--- config.mk ---
export PLATFORM = sky130hd
export DESIGN_NAME = lector_uart
export DESIGN_NICKNAME = d
export VERILOG_FILES = /design/src/rtl/lector_uart.sv
export SDC_FILE = /design/constraint.sdc
export NUM_CORES = 1
export LEC_CHECK = 0
export ABC_AREA = 1
export BUFFER_PORTS_ARGS = -buffer_cell sky130_fd_sc_hd__buf_2
export CORE_AREA = 2 2 73 75
export DETAILED_ROUTE_END_ITERATION = 6
export DIE_AREA = 0 0 75 77
export GPL_TIMING_DRIVEN = 0
export SYNTH_ARGS = -nofsm -noshare
export SYNTH_HDL_FRONTEND = slang
export SYNTH_SLANG_ARGS = --single-unit
export TNS_END_PERCENT = 30
--- constraint.sdc ---
create_clock -name clk_i -period 1 [get_ports clk_i]
set_input_delay 0.1 -clock clk_i [delete_from_list [all_inputs] [get_ports clk_i]]
set_output_delay 0.1 -clock clk_i [all_outputs]
set_load 0.03 [all_outputs]
--- src/rtl/lector_uart.sv ---
// lector_uart: register-bus reader for the UART receive side.
// Polls the UART control register, reads the data register when a new byte
// is flagged, clears the flag with a write-back, then hands the byte to a
// consumer over a valid/ready handshake. The byte counter wraps at 255.
module lector_uart (
    input  logic        clk_i,
    input  logic        rst_n_i,
    input  logic        en_i,
    output logic        addr_o,
    output logic        we_o,
    output logic [31:0] wr_data_o,
    input  logic [31:0] rd_data_i,
    output logic [7:0]  dato_o,
    output logic        dato_valido_o,
    input  logic        dato_listo_i,
    output logic [7:0]  cuenta_o,
    output logic        ocupado_o
);

    // Control register bit positions
    localparam int BIT_SEND   = 0;
    localparam int BIT_NEW_RX = 1;

    typedef enum logic [2:0] {
        REPOSO,
        SONDEO,
        EVALUA,
        LEE_DATO,
        CAPTURA,
        LIMPIA,
        ENTREGA
    } estado_t;

    estado_t estado, estado_sig;

    // Send bit seen in the last control read; written back unchanged when
    // clearing new_rx so an in-flight transmission is not disturbed.
    logic ctrl_send;

    // Handshake completes when the consumer is ready while a byte is shown
    logic acepta;

    // Only the low byte of data reads and the two flag bits of control
    // reads carry meaning; the rest of the read bus is intentionally dropped.
    logic unused_rd_bits;
    assign unused_rd_bits = ^{rd_data_i[31:8], rd_data_i[7:2]};

    assign acepta    = (estado == ENTREGA) && dato_listo_i;
    assign ocupado_o = (estado != REPOSO);

    // State register; async reset returns to idle, which also kills any
    // write strobe of an interrupted transaction immediately.
    always_ff @(posedge clk_i or negedge rst_n_i) begin
        if (!rst_n_i) estado <= REPOSO;
        else          estado <= estado_sig;
    end

    // Next-state and bus/handshake outputs, decoded from the current state
    always_comb begin
        estado_sig    = estado;
        addr_o        = 1'b0;
        we_o          = 1'b0;
        wr_data_o     = 32'h0;
        dato_valido_o = 1'b0;
        unique case (estado)
            REPOSO: begin
                if (en_i) estado_sig = SONDEO;
            end
            SONDEO: begin
                // control register address presented; result arrives next cycle
                estado_sig = EVALUA;
            end
            EVALUA: begin
                if (rd_data_i[BIT_NEW_RX]) estado_sig = LEE_DATO;
                else if (en_i)             estado_sig = SONDEO;
                else                       estado_sig = REPOSO;
            end
            LEE_DATO: begin
                addr_o     = 1'b1;
                estado_sig = CAPTURA;
            end
            CAPTURA: begin
                estado_sig = LIMPIA;
            end
            LIMPIA: begin
                we_o       = 1'b1;
                wr_data_o  = {30'b0, 1'b0, ctrl_send};
                estado_sig = ENTREGA;
            end
            ENTREGA: begin
                dato_valido_o = 1'b1;
                if (dato_listo_i) estado_sig = en_i ? SONDEO : REPOSO;
            end
            default: estado_sig = REPOSO;
        endcase
    end

    // Latch the send bit from the control read being evaluated
    always_ff @(posedge clk_i or negedge rst_n_i) begin
        if (!rst_n_i)               ctrl_send <= 1'b0;
        else if (estado == EVALUA)  ctrl_send <= rd_data_i[BIT_SEND];
    end

    // Capture the received byte; it stays put through any backpressure
    always_ff @(posedge clk_i or negedge rst_n_i) begin
        if (!rst_n_i)               dato_o <= 8'h00;
        else if (estado == CAPTURA) dato_o <= rd_data_i[7:0];
    end

    // Delivered-byte counter, wrapping naturally at 8 bits
    always_ff @(posedge clk_i or negedge rst_n_i) begin
        if (!rst_n_i)    cuenta_o <= 8'h00;
        else if (acepta) cuenta_o <= cuenta_o + 8'd1;
    end

endmodule

==> results by stage <==
Clock network:
- CTS built an H-tree with a depth of 1.
- TritonCTS built the clock tree.
- At the later pin of the worst-skew pair, clock insertion delay measures 0.25 ns.
- The clock passes through at most 2 buffers.
- After clock tree synthesis, the clock-pin slew on the worst setup and hold paths is 0.08 ns.
- The number of clock buffers added by TritonCTS is 3.
- The clock sink count is 20.
- The cell sitting at the root of the clock tree is a clkbuf_8.

Critical path:
- The critical path goes through buf_6 -> buf_12 -> nor2_4 -> nand2_4 -> buf_6.
- The number of cells on the worst reg-to-reg path is 7.
- STA classifies the critical path endpoint as a primary output.
- The class of the most critical setup path is flip-flop to primary output.
- In this run the worst path has a maximum fanout of 3.
- The element type at the critical path start is a flip-flop.
- The largest stage delay on the critical path is 0.38 ns.
- The critical path data arrival time is 1.22 ns.
- The critical path's slowest cell is dfrtp_1.
- For the worst setup path, the data required time is 0.90 ns.
- The cell that appears most often on the critical path is buf_6.

Logic synthesis:
- Synthesis inferred 20 register bits.
- The number of warnings printed during yosys synthesis is 0.
- After synthesis the cells add up to 1220 µm².
- In the synthesized netlist the dominant register cell turns out to be dfrtp_1.
- By count the netlist is led by nand2_1, buf_4, dfrtp_1.
- The synthesized instance count is 146.
- Ranked by total cell area, the synthesized netlist is headed by dfrtp_1, buf_4, nand2_1.
- The per-instance average area after synthesis is 8.33 µm².
- The most frequently used cell type in the post-synthesis netlist is nand2_1.
- The count of distinct cell types in the synthesized netlist is 24.
- Of the synthesized area, sequential elements account for 41.2%.
- Summed over its instances, the top area cell type makes up 41.2% of the synthesized netlist area.
- The share of flip-flops with an asynchronous set or reset is 100%.
- The number of synthesized flops with an enable pin is 0.
- Summed over all instances, the cell type with the most area after synthesis is dfrtp_1.

Finish:
- The number of antenna repair diodes is 0.
- For this run, the post-layout net count is 262.
- For this run, the number of standard cells in the final layout without fillers is 294.
- The fraction of final layout cells sized beyond drive strength 1 is 50.9%.
- Relative to the synthesized area, the layout overhead comes to 61.0%.
- The total non-filler cell area in the finished layout is 1960 µm².
- Cells fill 39.3% of the core in the end.
- The number of fill cells is 511.

Power and ir drop:
- The power density over the cells is 2620 nW/µm².
- The switching share of total power is 46.0%.
- The net switching power of the design is 2.35 mW.
- The total internal power is 2.77 mW.
- The relative contribution of combinational cells to total power is 60.1%.
- In this run the static leakage power is 1.05 nW.
- VDD sags by at most 0.798 mV.
- The fraction of power consumed by the clock network is 12.1%.
- The share of total power dissipated in sequential elements is 27.8%.

Global route:
- The wire length of the first global-routing pass is 4340 µm.
- The largest net degree at the start of global routing is 21.
- The initial antenna violation count is 0.
- The overall fraction of global-route tracks in use is 9.49%.
- The aggregate global routing overflow is 0.
- The via count of the first global-routing pass came to 955.

Hold path:
- The class of the tightest hold or removal check is input port to flip-flop.
- Along the worst hold path, the cell count comes to 3.

Placed design:
- Timing analysis after detailed placement gives a worst setup slack of -0.205 ns.
- Routability-driven placement finished with a final weighted congestion of 0.717.
- Detailed placement ended at an HPWL of 1900 µm.
- The number of port buffers is 32.
- The placed standard-cell area is 1620 µm².
- The instance count after placement with tap cells included is 278.

Routing:
- For this run, the detailed router's first-pass iteration total came to 2.
- The post-detailed-route count of antenna-violating nets is 0.
- The total number of vias is 1060.
- The post-detailed-routing wire length is 2630 µm.
- After detailed routing, the number of remaining DRC violations is 0.
- Using the TritonRoute via totals, the vias-per-cell ratio works out to 3.61.
- The wire length per cell after detailed routing is 8.95 µm.
- The DRC violation total after the first TritonRoute iteration is 11.

Timing:
- The final number of hold-violating endpoints is 0.
- The final worst-path cycle share is 132%.
- The clock skew is 0.00487 ns.
- Once routing completed, OpenROAD measured the worst setup slack at -0.317 ns.
- Setup repair after global routing could not meet its margin everywhere.
- Setup violations remaining at the end of the flow were counted as 24.
- Static timing analysis puts the maximum clock frequency at 759 MHz.
- The clock period minus worst slack is 1.32 ns.
- The count of final max-slew check failures is 0.
- Setup total negative slack on the finished layout was measured at -5.02 ns.

Flow run:
- The number of maximum-capacitance violations is 0.

Floorplanning:
- The floorplan die width is 75 µm.
- The height of the chip is 77 µm.
- The effective utilization at floorplan is 24.4%.
- The core region is 4980 µm².
- In this run the count of I/O pins placed on the die edge is 88.
- The floorplan step defined a die boundary enclosing 5780 µm².
- The floorplan row count is 26.

Outcome:
- The run finished, with violations left.
- The checks that failed: negative setup slack.
==> cell families after synthesis <==
family          share of synthesized area, %
simple gates                            28.6
buf+inv                                 24.1
flops                                   41.2
compound gates                          1.95
xor+xnor                                2.88
fa+ha+maj                               1.03
other cells                            0.308
==> state kept, by name, indices dropped and copies added, names as in the netlist <==
signal / cells
cuenta_o: 8
estado: 3
ctrl_send: 1
dato_o: 8
==> critical path, delay by kind of cell (launching register included) <==
family                 cells  cell delay [ns]
AND/OR/NAND/NOR            2             0.20
flip-flops                 1             0.38
buffers and inverters      3             0.38
==> layer usage <==
layer  up-vias  share of wire (%)  global-route usage [%]
met5         -                  0                       0
met4         0                1.3                    3.75
met3         2                6.0                    2.50
met2        26                 51                    15.4
met1       479                 41                    11.8
li1        553                  -                       -
==> repair_timing <==
action | 4_1_cts | 5_1_grt
gates resized for setup | 32 | 18
endpoints found under the hold margin | 20 | 0
setup buffers | 8 | 2
pin swaps | 10 | 5
cloned | 0 | 1
setup endpoints to repair | 30 | 31
hold buffers | 1 | 0
==> stage by stage <==
| stage | hold slack, ns | total power, mW |
|---|---|---|
| CTS | 0.0621 | 4.91 |
| global route | 0.0804 | 5.47 |
| floorplan | -0.196 | 3.09 |
| finish | 0.0650 | 5.12 |
| detailed placement | 0.0880 | 3.61 |
| global placement | 0.0926 | 3.60 |
==> layout make-up <==
type | instances | area, µm² | share of cell area [%]
repair buffers | 43 | 345 | 17.6
flip-flops and latches | 20 | 508 | 25.9
well taps | 70 | 87.6 | 4.47
multi-input cells | 113 | 654 | 33.4
clock buffers | 4 | 55.1 | 2.81
inverters | 11 | 48.8 | 2.49
plain buffers | 33 | 259 | 13.2
==> power by group through the flow <==
| stage | logic [mW] | clock network [mW] | registers [mW] |
|---|---|---|---|
| after floorplan | 1.28 | 0 | 1.81 |
| after global placement | 2.21 | 0 | 1.38 |
| after detailed placement | 2.22 | 0 | 1.39 |
| after CTS | 2.88 | 0.644 | 1.39 |
| after global routing | 3.32 | 0.677 | 1.48 |
| final | 3.08 | 0.621 | 1.42 |
==> cells in the final DEF, fill, tap and decap left out, types with 2 or more instances in the layout <==
cell type	synthesis	routed
buf_4	32	39
conb_1	1	31
nand2_1	34	29
buf_2	0	20
dfrtp_1	20	14
buf_6	1	13
nand3_1	13	11
nor2_1	12	11
inv_1	7	6
dfrtp_2	0	6
nand2_4	0	5
nor2_2	4	4
clkbuf_8	0	4
inv_2	4	3
o21ai_2	1	3
xor2_1	3	3
nor2_4	1	2
nand3b_1	2	2
nand3_2	1	2
buf_12	0	2
==> final timing paths <==
kind | to | slack (ns) | startpoint
worst max-delay path | ocupado_o | -0.32 | estado[1]
worst min-delay path | dato_o[6] | 0.07 | rd_data_i[6]
worst max register to register | dato_o[5] | -0.24 | estado[1]
worst min register to register | dato_o[3] | 0.48 | dato_o[3]
max in group asynchronous | cuenta_o[0] | 0.29 | rst_n_i
min in group asynchronous | dato_o[3] | 0.34 | rst_n_i
Note: power is estimated with default switching activity, not from simulation.
